## config.mk

```make
export PLATFORM = sky130hd
export DESIGN_NAME = mult_shift_add_8bit
export DESIGN_NICKNAME = d
export VERILOG_FILES = /design/src/rtl/mult_pkg.sv /design/src/rtl/cla_8bit.sv /design/src/rtl/mult_shift_add_8bit.sv
export SDC_FILE = /design/constraint.sdc
export NUM_CORES = 1
export LEC_CHECK = 0
export CORE_UTILIZATION = 30
export CTS_CLUSTER_DIAMETER = 200
export CTS_CLUSTER_SIZE = 14
export DETAILED_ROUTE_END_ITERATION = 10
export GPL_TIMING_DRIVEN = 0
export SYNTH_ARGS = -nofsm -noshare
export SYNTH_HDL_FRONTEND = slang
export SYNTH_SLANG_ARGS = --single-unit
```

## constraint.sdc

```tcl
create_clock -name clk -period 2.8 [get_ports clk]
set_clock_uncertainty 0.2 [all_clocks]
set_input_delay 0.42 -clock clk [delete_from_list [all_inputs] [get_ports clk]]
set_output_delay 0.42 -clock clk [all_outputs]
set_load 0.02 [all_outputs]
```

## src/rtl/mult_pkg.sv

```systemverilog
// Shared constants for the 8x8 shift-and-add multiplier: operand/product
// widths, iteration counter width and the FSM state encoding.
package mult_pkg;

  localparam int OP_W   = 8;
  localparam int PROD_W = 16;
  localparam int CNT_W  = 3;

  // The counter value seen at the last of the OP_W iterations
  localparam logic [CNT_W-1:0] CNT_LAST = CNT_W'(OP_W - 1);

  // FSM state encoding
  localparam logic [1:0] IDLE = 2'd0;
  localparam logic [1:0] RUN  = 2'd1;
  localparam logic [1:0] DONE = 2'd2;

endpackage : mult_pkg

```

## src/rtl/cla_8bit.sv

```systemverilog
// 8-bit carry-lookahead adder built from two 4-bit lookahead groups.
// Each group computes all of its internal carries directly from
// generate/propagate terms; the group carry feeds the upper group.
module cla_8bit (
  input  logic [7:0] a,
  input  logic [7:0] b,
  input  logic       cin,
  output logic [7:0] sum,
  output logic       cout
);

  logic [7:0] g;
  logic [7:0] p;
  logic [8:0] c;

  // Flat two-level carry equations for one 4-bit group; c_out[0] is the
  // carry into bit 1, c_out[3] is the group carry-out.
  function automatic logic [3:0] group_carry(input logic [3:0] gg,
                                              input logic [3:0] pp,
                                              input logic       ci);
    logic [3:0] c_out;
    c_out[0] = gg[0] | (pp[0] & ci);
    c_out[1] = gg[1] | (pp[1] & gg[0]) | (pp[1] & pp[0] & ci);
    c_out[2] = gg[2] | (pp[2] & gg[1]) | (pp[2] & pp[1] & gg[0])
             | (pp[2] & pp[1] & pp[0] & ci);
    c_out[3] = gg[3] | (pp[3] & gg[2]) | (pp[3] & pp[2] & gg[1])
             | (pp[3] & pp[2] & pp[1] & gg[0])
             | (pp[3] & pp[2] & pp[1] & pp[0] & ci);
    return c_out;
  endfunction

  assign g = a & b;
  assign p = a ^ b;

  // Carry network: low group from cin, high group from the low group carry
  always_comb begin
    c[0]   = cin;
    c[4:1] = group_carry(g[3:0], p[3:0], c[0]);
    c[8:5] = group_carry(g[7:4], p[7:4], c[4]);
  end

  assign sum  = p ^ c[7:0];
  assign cout = c[8];

endmodule : cla_8bit

```

## src/rtl/mult_shift_add_8bit.sv

```systemverilog
// Sequential unsigned 8x8 multiplier. One add-and-shift step per clock
// over 8 RUN cycles, then a one-cycle DONE pulse. The partial-product
// register P holds the running high half in P[15:8] and the not-yet-
// consumed multiplier bits in P[7:0]; each step shifts the adder
// carry-out into P[15] so no carry is lost.
module mult_shift_add_8bit
  import mult_pkg::*;
(
  input  logic              clk,
  input  logic              rst,
  input  logic              start,
  input  logic [OP_W-1:0]   a,
  input  logic [OP_W-1:0]   b,
  output logic [PROD_W-1:0] product,
  output logic              busy,
  output logic              done
);

  logic [1:0]        state;
  logic [OP_W-1:0]   a_reg;
  logic [PROD_W-1:0] p_reg;
  logic [CNT_W-1:0]  cnt;

  logic [OP_W-1:0]   addend;
  logic [OP_W-1:0]   sum;
  logic              carry;
  logic [PROD_W-1:0] p_next;

  // Add the multiplicand into the high half only when the current
  // multiplier bit (P[0]) is set.
  assign addend = p_reg[0] ? a_reg : '0;

  cla_8bit u_cla (
    .a    (p_reg[PROD_W-1:OP_W]),
    .b    (addend),
    .cin  (1'b0),
    .sum  (sum),
    .cout (carry)
  );

  assign p_next = {carry, sum, p_reg[OP_W-1:1]};

  // FSM, operand capture, shift register, counter and product register
  always_ff @(posedge clk) begin
    // NOTE: all state updates are non-blocking so every register samples
    // the pre-edge values, independent of statement order.
    if (rst) begin
      state   <= IDLE;
      a_reg   <= '0;
      p_reg   <= '0;
      cnt     <= '0;
      product <= '0;
    end else begin
      case (state)
        IDLE: begin
          if (start) begin
            a_reg <= a;
            p_reg <= {{OP_W{1'b0}}, b};
            cnt   <= '0;
            state <= RUN;
          end
        end
        RUN: begin
          p_reg <= p_next;
          cnt   <= cnt + 1'b1;
          if (cnt == CNT_LAST) begin
            product <= p_next;
            state   <= DONE;
          end
        end
        DONE: begin
          state <= IDLE;
        end
        default: begin
          state <= IDLE;
        end
      endcase
    end
  end

  assign busy = (state == RUN);
  assign done = (state == DONE);

endmodule : mult_shift_add_8bit

```

### Word level (Yosys, flattened, before mapping)

Cells that the tools add are included.

* output and inout port bits: 18
* logic and storage cells: 69
* input port bits: 19
* memory bits (writable): 0
* bits in latches: 0
* ROM bits: 0
* register bits after elaboration: 45
* memories kept: 0

* $mul: 0
* reduce and logical (&&, ||, !) cells: 6
* bitwise gates (word level): 44
* divide/modulo/power cells: 0
* multiplexer cells: 8
* add/sub/neg operators: 1
* shift-type cells: 0
* eq/ne operators: 5
* order comparisons: 0

Operators with widths (number)
* $pmux W16 S2: 1
* $and A1 B1 Y1: 25
* $mux W16: 1
* $or A1 B1 Y1: 16
* $xor A8 B8 Y8: 2
* $and A8 B8 Y8: 1
* $mux W8: 1
* $reduce_and A2 Y1: 4
* $pmux W3 S2: 1
* $mux W2: 2
* $pmux W2 S2: 1
* $add A3 B1 Y3 const B: 1
* $eq A3 B3 Y1 const B: 1
* $mux W3: 1
* $eq A2 B1 Y1 const B: 1
* $eq A2 B2 Y1 const B: 1
* $logic_not A2 Y1: 1
* $ne A2 B1 Y1 const B: 1
* $ne A2 B2 Y1 const B: 1
* $reduce_bool A2 Y1: 1

### Depth between registers and ports, before layout

Gate-level depths: netlist of run 1.

* word-level depth: 10
* gate-level depth with buffers: 9

### Cells and area by module

Synthesis of run 1 repeated with hierarchy kept, for this count alone.

* cells, all modules: 248
* area, all modules: 2127.0 um2

By module, submodules not included
* mult_shift_add_8bit: times used 1, cells each 211, area an instance 1814.2 um2
* cla_8bit: times used 1, cells each 37, area an instance 312.8 um2

### Worst setup path after synthesis of run 1

OpenSTA, ideal clock, no wires.

* kind: reg-to-reg
* start: register p_reg[0]
* end: register p_reg[11]
* stages on the path, launching flop included: 10
* slack: 0.613 ns
* required time: 2.472 ns
* data arrival time: 1.859 ns
* cells stage by stage: dfxtp_1 > and2_1 > ha_1 > a21oi_1 > a21boi_1 > nor2_1 > fa_1 > nor2_1 > a31oi_1 > nor2_1

* word-level cells in the longest chain between the ends: 8

RTL lines
* start, declared: RTL line mult_shift_add_8bit.sv:21 `logic [PROD_W-1:0] p_reg;`
* start signal, assigned: RTL line mult_shift_add_8bit.sv:58 `p_reg <= {{OP_W{1'b0}}, b};`
* start signal, assigned: RTL line mult_shift_add_8bit.sv:64 `p_reg <= p_next;`
* $mux W8 (*): RTL line mult_shift_add_8bit.sv:31 `assign addend = p_reg[0] ? a_reg : '0;`
* $xor A8 B8 Y8 / $and A8 B8 Y8 (equally long branches): RTL line cla_8bit.sv:33, cla_8bit.sv:32
* $and A1 B1 Y1 (on tied branches): RTL line cla_8bit.sv:26, cla_8bit.sv:27
* $or A1 B1 Y1, or another cell as far along: RTL line cla_8bit.sv:26 `c_out[3] = gg[3] | (pp[3] & gg[2]) | (pp[3] & pp[2] & gg[1])`
* $or A1 B1 Y1 / $and A1 B1 Y1 (equally long branches): RTL line cla_8bit.sv:26, cla_8bit.sv:27
* $or A1 B1 Y1: RTL line cla_8bit.sv:27 `| (pp[3] & pp[2] & pp[1] & gg[0])`
* $xor A8 B8 Y8 (*): RTL line cla_8bit.sv:42 `assign sum = p ^ c[7:0];`
* $pmux W16 S2 (*): RTL line mult_shift_add_8bit.sv:54 `case (state)`

Every way passes the cells marked *; elsewhere a longest branch is shown, timed or not.
A chain may end at the register's enable or synchronous reset.

### Worst setup path in the final report of run 1

Same ends and word-level chain as after synthesis.

==> results of run 1 <==
kinds of logic after synthesis:
| logic type | count (synthesis) | share of synthesized area |
|---|---|---|
| DFF | 45 | 0.441 |
| and+or+nand+nor | 116 | 0.245 |
| AOI/OAI and AO/OA | 52 | 0.177 |
| xor gates and xnor gates | 4 | 0.0171 |
| buffers and inverters | 19 | 0.0392 |
| adders and majority gates | 12 | 0.0808 |
worst min path at each step:
stage,endpoint,slack [ns],cells past startpoint
final,a_reg[3],0.25,2
after global routing,a_reg[7],0.27,2
after CTS,a_reg[7],0.25,2
after detailed placement,a_reg[7],0.24,2
after global placement,a_reg[0],0.24,2
after floorplan,a_reg[0],0.23,2
layer usage:
layer,global-route usage,routed length (um),up-vias
met5,0,0,-
met4,0.0555,66,0
met3,0.0324,113,5
met2,0.252,2520,23
met1,0.186,2330,866
li1,-,-,926
power groups by stage:
stage	combinational (W)	clock [W]	sequential, W
finish	0.000137	0.000402	0.000679
global route	0.000153	0.000438	0.000683
CTS	0.000138	0.000415	0.000680
detailed placement	0.000138	0	0.000695
global placement	0.000136	0	0.000695
floorplan	0.0000826	0	0.000689
cell type report:
| class | instances | area (sq um) | share of cell area |
|---|---|---|---|
| buffer | 16 | 68.8 | 0.0266 |
| clock buffer | 7 | 86.3 | 0.0334 |
| inverter | 3 | 11.3 | 0.00435 |
| multi-input combinational | 184 | 1060 | 0.411 |
| sequential | 45 | 901 | 0.348 |
| tap | 77 | 96.3 | 0.0372 |
| timing repair buffer | 36 | 360 | 0.139 |
per-stage QoR:
stage	std cells	utilization	instance area [sq um]	hold slack, ns
5_1_grt	368	0.401	2590	0.266
2_1_floorplan	248	-	2040	0.232
3_5_place_dp	361	0.387	2500	0.243
4_1_cts	368	0.401	2590	0.254
6_report	368	0.401	2590	0.253
3_3_place_gp	361	0.387	2500	0.239
worst register-to-register path, cell delays in order (launching register included):
cell and delay [ns]:
sky130_fd_sc_hd__dfxtp_1 0.39, sky130_fd_sc_hd__and2_1 0.20, sky130_fd_sc_hd__ha_1 0.33, sky130_fd_sc_hd__nand3_1 0.12
sky130_fd_sc_hd__a21boi_1 0.24, sky130_fd_sc_hd__nor2_1 0.10, sky130_fd_sc_hd__fa_1 0.53, sky130_fd_sc_hd__nor2_1 0.06
sky130_fd_sc_hd__a31oi_1 0.17, sky130_fd_sc_hd__nor2_1 0.05
cells in the mapped netlist:
cell / n / area (sq um)
sky130_fd_sc_hd__dfxtp_1: 45 / 901
sky130_fd_sc_hd__o311ai_2: 2 / 32.5
sky130_fd_sc_hd__a31o_1: 1 / 8.76
sky130_fd_sc_hd__a221o_1: 1 / 10.0
sky130_fd_sc_hd__a21boi_1: 1 / 7.51
sky130_fd_sc_hd__and3_2: 1 / 7.51
sky130_fd_sc_hd__and2_1: 10 / 62.6
sky130_fd_sc_hd__nor2b_1: 1 / 6.26
sky130_fd_sc_hd__clkbuf_1: 9 / 33.8
sky130_fd_sc_hd__a21o_1: 1 / 7.51
sky130_fd_sc_hd__nand2_1: 61 / 229
sky130_fd_sc_hd__inv_1: 3 / 11.3
sky130_fd_sc_hd__or2_1: 1 / 6.26
sky130_fd_sc_hd__a31oi_1: 2 / 12.5
sky130_fd_sc_hd__nand4b_1: 1 / 8.76
sky130_fd_sc_hd__fa_1: 2 / 40.0
sky130_fd_sc_hd__nand2b_1: 4 / 25.0
sky130_fd_sc_hd__a311oi_1: 10 / 87.6
sky130_fd_sc_hd__xor2_1: 1 / 8.76
sky130_fd_sc_hd__buf_2: 7 / 35.0
sky130_fd_sc_hd__o21a_1: 2 / 15.0
sky130_fd_sc_hd__nor2_1: 26 / 97.6
sky130_fd_sc_hd__ha_1: 10 / 125
sky130_fd_sc_hd__a21oi_1: 26 / 130
sky130_fd_sc_hd__xnor2_1: 3 / 26.3
sky130_fd_sc_hd__o41ai_2: 1 / 16.3
sky130_fd_sc_hd__o21ai_0: 1 / 5.00
sky130_fd_sc_hd__nand3b_1: 1 / 7.51
sky130_fd_sc_hd__a211oi_1: 3 / 22.5
sky130_fd_sc_hd__nand3_1: 10 / 50.1
sky130_fd_sc_hd__o31ai_1: 1 / 7.51
==> reports/results.env, run 1 <==
CELLINTERNALPOWER_W=0.000917
CRIT_PATH_MAX_FANOUT=9
SLEW_OF_THE_PIN_WITH_THE_LOWEST_SLEW_MARGIN_NS=0.554
CTS_HOLD_REPAIR.BUFFERS=0
GRT_START_MAX_NET_PINS=13
YOSYS_WARNINGS=0
SLEW_HEADROOM=0.631
PWR-SHARE-COMB=0.112
CLOCK.FMAX_GHz=0.401
GPL.FINAL_WEIGHTED_CONGESTION=0.782
YS_SEQ_ELEMENTS=45
WORSTSETUPPATHDEPTH=9
OVERALL_POWER_W=0.00122
SYNTHESIS.INSTANCES=248
CRITPATHLAUNCHTYPE='flip-flop'
SETUP_VIOLATIONS=0
TIMING.CRITICAL_PATH.REQUIRED_NS=2.77
CRITICAL_PATH.REG2REG.ENDPOINT='p_reg[11]'
ROUTED_WIRELENGTH_UM=5030
YS_TYPES=31
SYN_TO_FINAL_GROWTH_PCT=26.6
ROWS=29
ANT_NETS=0
MOSTFREQUENTLAYOUTCELL='sky130_fd_sc_hd__nand2_1'
PEAK_SUPPLY_DROP_uV=175
CP_DATA_ARRIVAL_TIME_NS=2.47
REGTOREGSTARTPOINT='p_reg[0]'
CAP_VIOL_MAX_COUNT=0
CP_MOST_FREQUENT_CELL='sky130_fd_sc_hd__nor2_1'
WORST_R2R_PATH_DEPTH=9
AVERAGE_INSTANCE_AREA_AFTER_SYNTHESIS_SQ_UM=8.24
NUMCLOCKSINKS=45
POWER.SWITCHING_W=0.000302
CRITICAL_PATH.CELL_CHAIN='and2_1 -> ha_1 -> nand3_1 -> a21boi_1 -> nor2_1 -> fa_1 -> nor2_1 -> a31oi_1 -> nor2_1'
PWR-SHARE-SEQ=0.557
DR.PASS1.ITERS=7
DRC_ERRORS=4
DESIGN.FINAL.NETS=322
CTSROOTBUFFERMASTER='sky130_fd_sc_hd__clkbuf_8'
DETAILEDPLACE.WORSTSLACK_NS=0.301
FINALCRITICALPERIOD_NS=2.49
DP.FINAL_HPWL_UM=3690
GRT_PASS1_WL_UM=8350
GRT_REMAINING_OVERFLOW=0
LEAKAGE_nW=0.979
DIE_W_UM=84.6
DIE_Y_UM=84.6
FP.DIEAREA_SQ_UM=7150
VIOLATED_CHECKS='design-rule violations'
CTS.REPAIR.RESIZED=0
WORSTSETUPSTARTPOINT='p_reg[0]'
SETUP_WS_NS=0.306
LAYOUT-DRIVE-GT1-SHARE=0.0584
VIAS_PER_CELL=4.95
CTS_BUFFERS=5
CLKTRANSATPATHREGS_NS=0.08
NETLIST_AREA_SQ_UM=2040
CTS.REPAIR_TIMING.SETUP_BUFFER_COUNT=0
SETUP.WORST_PATH.CLASS='flip-flop to flip-flop'
CP_SLOWEST_STAGE_DELAY_NS=0.53
FIN_CRIT_SH=0.891
CTS_TREE='yes'
OUTCOME='complete, but fails checks'
UNREPAIRED_SETUP_ENDPOINTS_AFTER_GLOBAL_ROUTING='false'
TIMING.HOLD.WORST.START='a_reg[3]'
LAYOUT.CELLS.MOST_COMMON_LIST='sky130_fd_sc_hd__nand2_1, sky130_fd_sc_hd__dfxtp_1, sky130_fd_sc_hd__clkdlybuf4s50_1'
CPLARGESTDELAYFAMILY='adder cells'
REGTOREGSETUPSLACK_NS=0.31
ANTENNA_CELLS=0
POWER.CLOCK.FRACTION=0.330
MAX_SLEW_VIOLATION_TOTAL_FROM_THE_FINAL_REPORT=0
NETSWITCHINGFRACTION=0.248
INITIAL_UTILIZATION=0.317
DRTITER0DRC=95
CORE_AREA_SQ_UM=6460
VIAS=1820
NUMBER_OF_GLOBAL_ROUTE_VIAS_BEFORE_REPAIR=1758
CLK-INSERTION-DELAY-LATE_NS=0.29
CRIT_PATH_TOP_DELAY_CELL='sky130_fd_sc_hd__fa_1'
YS_SEQ_AREA_FRAC=0.441
N_FILL_CELL=692
NUM_IO_PINS=37
WORST_SETUP_PATH_END_KIND='flip-flop'
PWR_DENSITY_CELL_nW_PER_UM2=471
INITIAL_ANTENNA_VIOLATION_COUNT=0
CTS-ROOT-TO-SINK-BUFFERS=2
MAPPEDNETLISTNETS=279
GLOBAL_ROUTE_USAGE_OVER_ALL_LAYERS=0.149
PLACEMENT.IO_BUFFERS=36
CP-ENDPOINT='p_reg[11]'
CTS.HTREE.LEVELS=2
HOLD_VIOL=0
TIMING.HOLD.WORST.CLASS='flip-flop to flip-flop'
DRT-WIRELENGTH-PER-CELL_UM=13.7
PATH_BUF_INV=0
SETUP_TOTAL_NEGATIVE_SLACK_NS=0
No activity file was read; power rests on OpenSTA's default activity.
==> run 2, diff against run 1 <==
--- a/config.mk
+++ b/config.mk
@@ -5,11 +5,14 @@
 export SDC_FILE = /design/constraint.sdc
 export NUM_CORES = 1
 export LEC_CHECK = 0
+export CAP_MARGIN = 0
 export CORE_UTILIZATION = 30
+export CTS_BUF_LIST = sky130_fd_sc_hd__clkbuf_2
 export CTS_CLUSTER_DIAMETER = 200
 export CTS_CLUSTER_SIZE = 14
 export DETAILED_ROUTE_END_ITERATION = 10
 export GPL_TIMING_DRIVEN = 0
+export RECOVER_POWER = 100
 export SYNTH_ARGS = -nofsm -noshare
 export SYNTH_HDL_FRONTEND = slang
 export SYNTH_SLANG_ARGS = --single-unit
==> run 2 against run 1 <==
Against the previous run:
- critical path type is now flip-flop to output port
- first-iteration DRC count is 1.1% higher
- die area stayed put
- cell area decreased by 2.8%
- sequential power is essentially flat
- total power down 12%
- worst setup slack lost 0.11 ns
- count of clock-buffer cells in the layout decreased by 1
- largest power group unchanged
- clock power down 37%
- the flow still finishes with violations (design-rule violations)
==> reports/results.env, run 2 (synthesized netlist as in run 1, its figures left out) <==
OUTCOME='complete, but fails checks'  # unchanged
VIOLATED_CHECKS='design-rule violations'  # unchanged
ROUTED_WIRELENGTH_UM=4990  # was 5030 um
GLOBAL_ROUTE_USAGE_OVER_ALL_LAYERS=0.149  # about the same
SLEW_HEADROOM=0.641  # was 0.631
CTS_BUFFERS=5  # unchanged
INITIAL_ANTENNA_VIOLATION_COUNT=0  # unchanged
NETSWITCHINGFRACTION=0.272  # was 0.248
MAX_SLEW_VIOLATION_TOTAL_FROM_THE_FINAL_REPORT=0  # unchanged
WORST_SETUP_PATH_END_KIND='output port'  # was flip-flop
POWER.SWITCHING_W=0.000292  # was 0.000302 W
MOSTFREQUENTLAYOUTCELL='sky130_fd_sc_hd__nand2_1'  # unchanged
LEAKAGE_nW=0.998  # was 0.979 nW
CRIT_PATH_MAX_FANOUT=10  # was 9
CORE_AREA_SQ_UM=6460  # unchanged
NUMCLOCKSINKS=45  # unchanged
DP.FINAL_HPWL_UM=3690  # unchanged
ROWS=29  # unchanged
ANTENNA_CELLS=0  # unchanged
PLACE_INST=361  # unchanged
DRT-WIRELENGTH-PER-CELL_UM=13.6  # was 13.7 um
NUM_IO_PINS=37  # unchanged
TIMING.HOLD.WORST.CLASS='flip-flop to flip-flop'  # unchanged
CRIT_PATH_TOP_DELAY_CELL='sky130_fd_sc_hd__clkdlybuf4s50_1'  # was sky130_fd_sc_hd__fa_1
CELLINTERNALPOWER_W=0.000780  # was 0.000917 W
CP_SLOWEST_STAGE_DELAY_NS=0.65  # was 0.53 ns
GPL.FINAL_WEIGHTED_CONGESTION=0.782  # unchanged
CTS_TREE='yes'  # unchanged
NUMBER_OF_GLOBAL_ROUTE_VIAS_BEFORE_REPAIR=1763  # was 1758
CLK-INSERTION-DELAY-LATE_NS=0.40  # was 0.29 ns
CLOCK.FMAX_GHz=0.384  # was 0.401 GHz
DRTITER0DRC=96  # was 95
CTS-ROOT-TO-SINK-BUFFERS=2  # unchanged
FINALCRITICALPERIOD_NS=2.60  # was 2.49 ns
SETUP_WS_NS=0.197  # was 0.306 ns
CTS_HOLD_REPAIR.BUFFERS=0  # unchanged
HOLD_VIOL=0  # unchanged
PWR-SHARE-COMB=0.126  # was 0.112
CTS.REPAIR.RESIZED=0  # unchanged
ANT_NETS=0  # unchanged
HOLD-WORST-SLACK_NS=0.265  # was 0.253 ns
SLEW_OF_THE_PIN_WITH_THE_LOWEST_SLEW_MARGIN_NS=0.531  # was 0.554 ns
POWER.CLOCK.FRACTION=0.238  # was 0.330
CTS.REPAIR_TIMING.SETUP_BUFFER_COUNT=0  # unchanged
DIE_Y_UM=84.6  # unchanged
VIAS=1806  # was 1820
TIMING.CRITICAL_PATH.REQUIRED_NS=2.18  # was 2.77 ns
UNREPAIRED_SETUP_ENDPOINTS_AFTER_GLOBAL_ROUTING='false'  # unchanged
FINAL_CORE_UTILIZATION=0.390  # was 0.401
CTS.HTREE.LEVELS=2  # unchanged
GRT_START_MAX_NET_PINS=13  # unchanged
DESIGN.FINAL.NETS=322  # unchanged
DIE_W_UM=84.6  # unchanged
DETAILEDPLACE.WORSTSLACK_NS=0.301  # unchanged
PLACEMENT.IO_BUFFERS=36  # unchanged
FP.DIEAREA_SQ_UM=7150  # unchanged
SETUP_VIOLATIONS=0  # unchanged
FINALNONFILLERCELLS=368  # unchanged
DR.PASS1.ITERS=7  # unchanged
SETUP.WORST_PATH.CLASS='flip-flop to output port'  # was flip-flop to flip-flop
CAP_VIOL_MAX_COUNT=0  # unchanged
GRT_REMAINING_OVERFLOW=0  # unchanged
DRC_ERRORS=4  # unchanged
CP_DATA_ARRIVAL_TIME_NS=1.98  # was 2.47 ns
CRITPATHLAUNCHTYPE='flip-flop'  # unchanged
N_FILL_CELL=707  # was 692
SETUP_TOTAL_NEGATIVE_SLACK_NS=0  # unchanged
CTSROOTBUFFERMASTER='sky130_fd_sc_hd__clkbuf_2'  # was sky130_fd_sc_hd__clkbuf_8
GRT_PASS1_WL_UM=8360  # was 8350 um
LAYOUT-DRIVE-GT1-SHARE=0.0412  # was 0.0584
CRITICAL_PATH.CELL_CHAIN='nand2b_1 -> inv_1 -> buf_2 -> clkdlybuf4s50_1'  # was and2_1 -> ha_1 -> nand3_1 -> a21boi_1 -> nor2_1 -> fa_1 -> nor2_1 -> a31oi_1 -> nor2_1
PWR-SHARE-SEQ=0.636  # was 0.557
LAYOUT.CELLS.MOST_COMMON_LIST='sky130_fd_sc_hd__nand2_1, sky130_fd_sc_hd__dfxtp_1, sky130_fd_sc_hd__a21oi_1, sky130_fd_sc_hd__nor2_1'  # was sky130_fd_sc_hd__nand2_1, sky130_fd_sc_hd__dfxtp_1, sky130_fd_sc_hd__clkdlybuf4s50_1
PWR_DENSITY_CELL_nW_PER_UM2=426  # was 471 nW/um^2
FIN_CRIT_SH=0.930  # was 0.891
VIAS_PER_CELL=4.91  # was 4.95
CLKTRANSATPATHREGS_NS=0.20  # was 0.08 ns
INITIAL_UTILIZATION=0.317  # unchanged
PEAK_SUPPLY_DROP_uV=133  # was 175 uV
SYN_TO_FINAL_GROWTH_PCT=23.1  # was 26.6%
run 2: cell types whose count changed in the layout (fill, tap and decap cells not counted), sizes merged:
cell / change
clkdlybuf4s50: -18
dlygate4sd3: +18
clkbuf: +2
buf: -3
clkinv: +1
run 2: layout make-up:
cell class,instances,area [sq um],area share
inverters,3,11.3,0.00448
repair buffers,36,360,0.143
clock inverters,1,3.75,0.00149
multi-input cells,184,1050,0.417
well taps,77,96.3,0.0383
clock buffers,6,30.0,0.0119
flip-flops and latches,45,901,0.358
plain buffers,16,65.1,0.0259
run 2: power groups by stage:
stage          Sequential (W)  Clock [W]  Combinational, W
6_report             0.000682   0.000255          0.000135
3_5_place_dp         0.000695          0          0.000138
2_1_floorplan        0.000689          0         0.0000826
4_1_cts              0.000682   0.000263          0.000138
5_1_grt              0.000686   0.000290          0.000151
3_3_place_gp         0.000695          0          0.000136
run 2: worst paths after layout:
path | startpoint | to | slack (ns) | cells after the start
setup reg to reg | p_reg[0] | p_reg[11] | 0.23 | 9
hold / removal | a_reg[3] | a_reg[3] | 0.26 | 2
hold reg to reg | a_reg[3] | a_reg[3] | 0.26 | 2
setup / recovery | state[1] | busy | 0.20 | 4
run 2: stage by stage:
stage                     cell area (sq um)  power (W)
after CTS                              2530    0.00108
final                                  2520    0.00107
after global placement                 2500   0.000830
after detailed placement               2500   0.000833
after global routing                   2520    0.00113
after floorplan                        2040   0.000772
run 2: per-layer routing:
layer  up-vias  track usage  wire length, um
li1        925            -                -
met4         0       0.0508               71
met1       845        0.186             2260
met2        31        0.252             2460
met5         -            0                0
met3         5       0.0324              199
run 2: worst max-delay path: cells and delay by family, from the launching register on:
| kind | cells | cell delay [ns] |
|---|---|---|
| buf+inv | 3 | 1.01 |
| flops | 1 | 0.36 |
| simple gates | 1 | 0.23 |
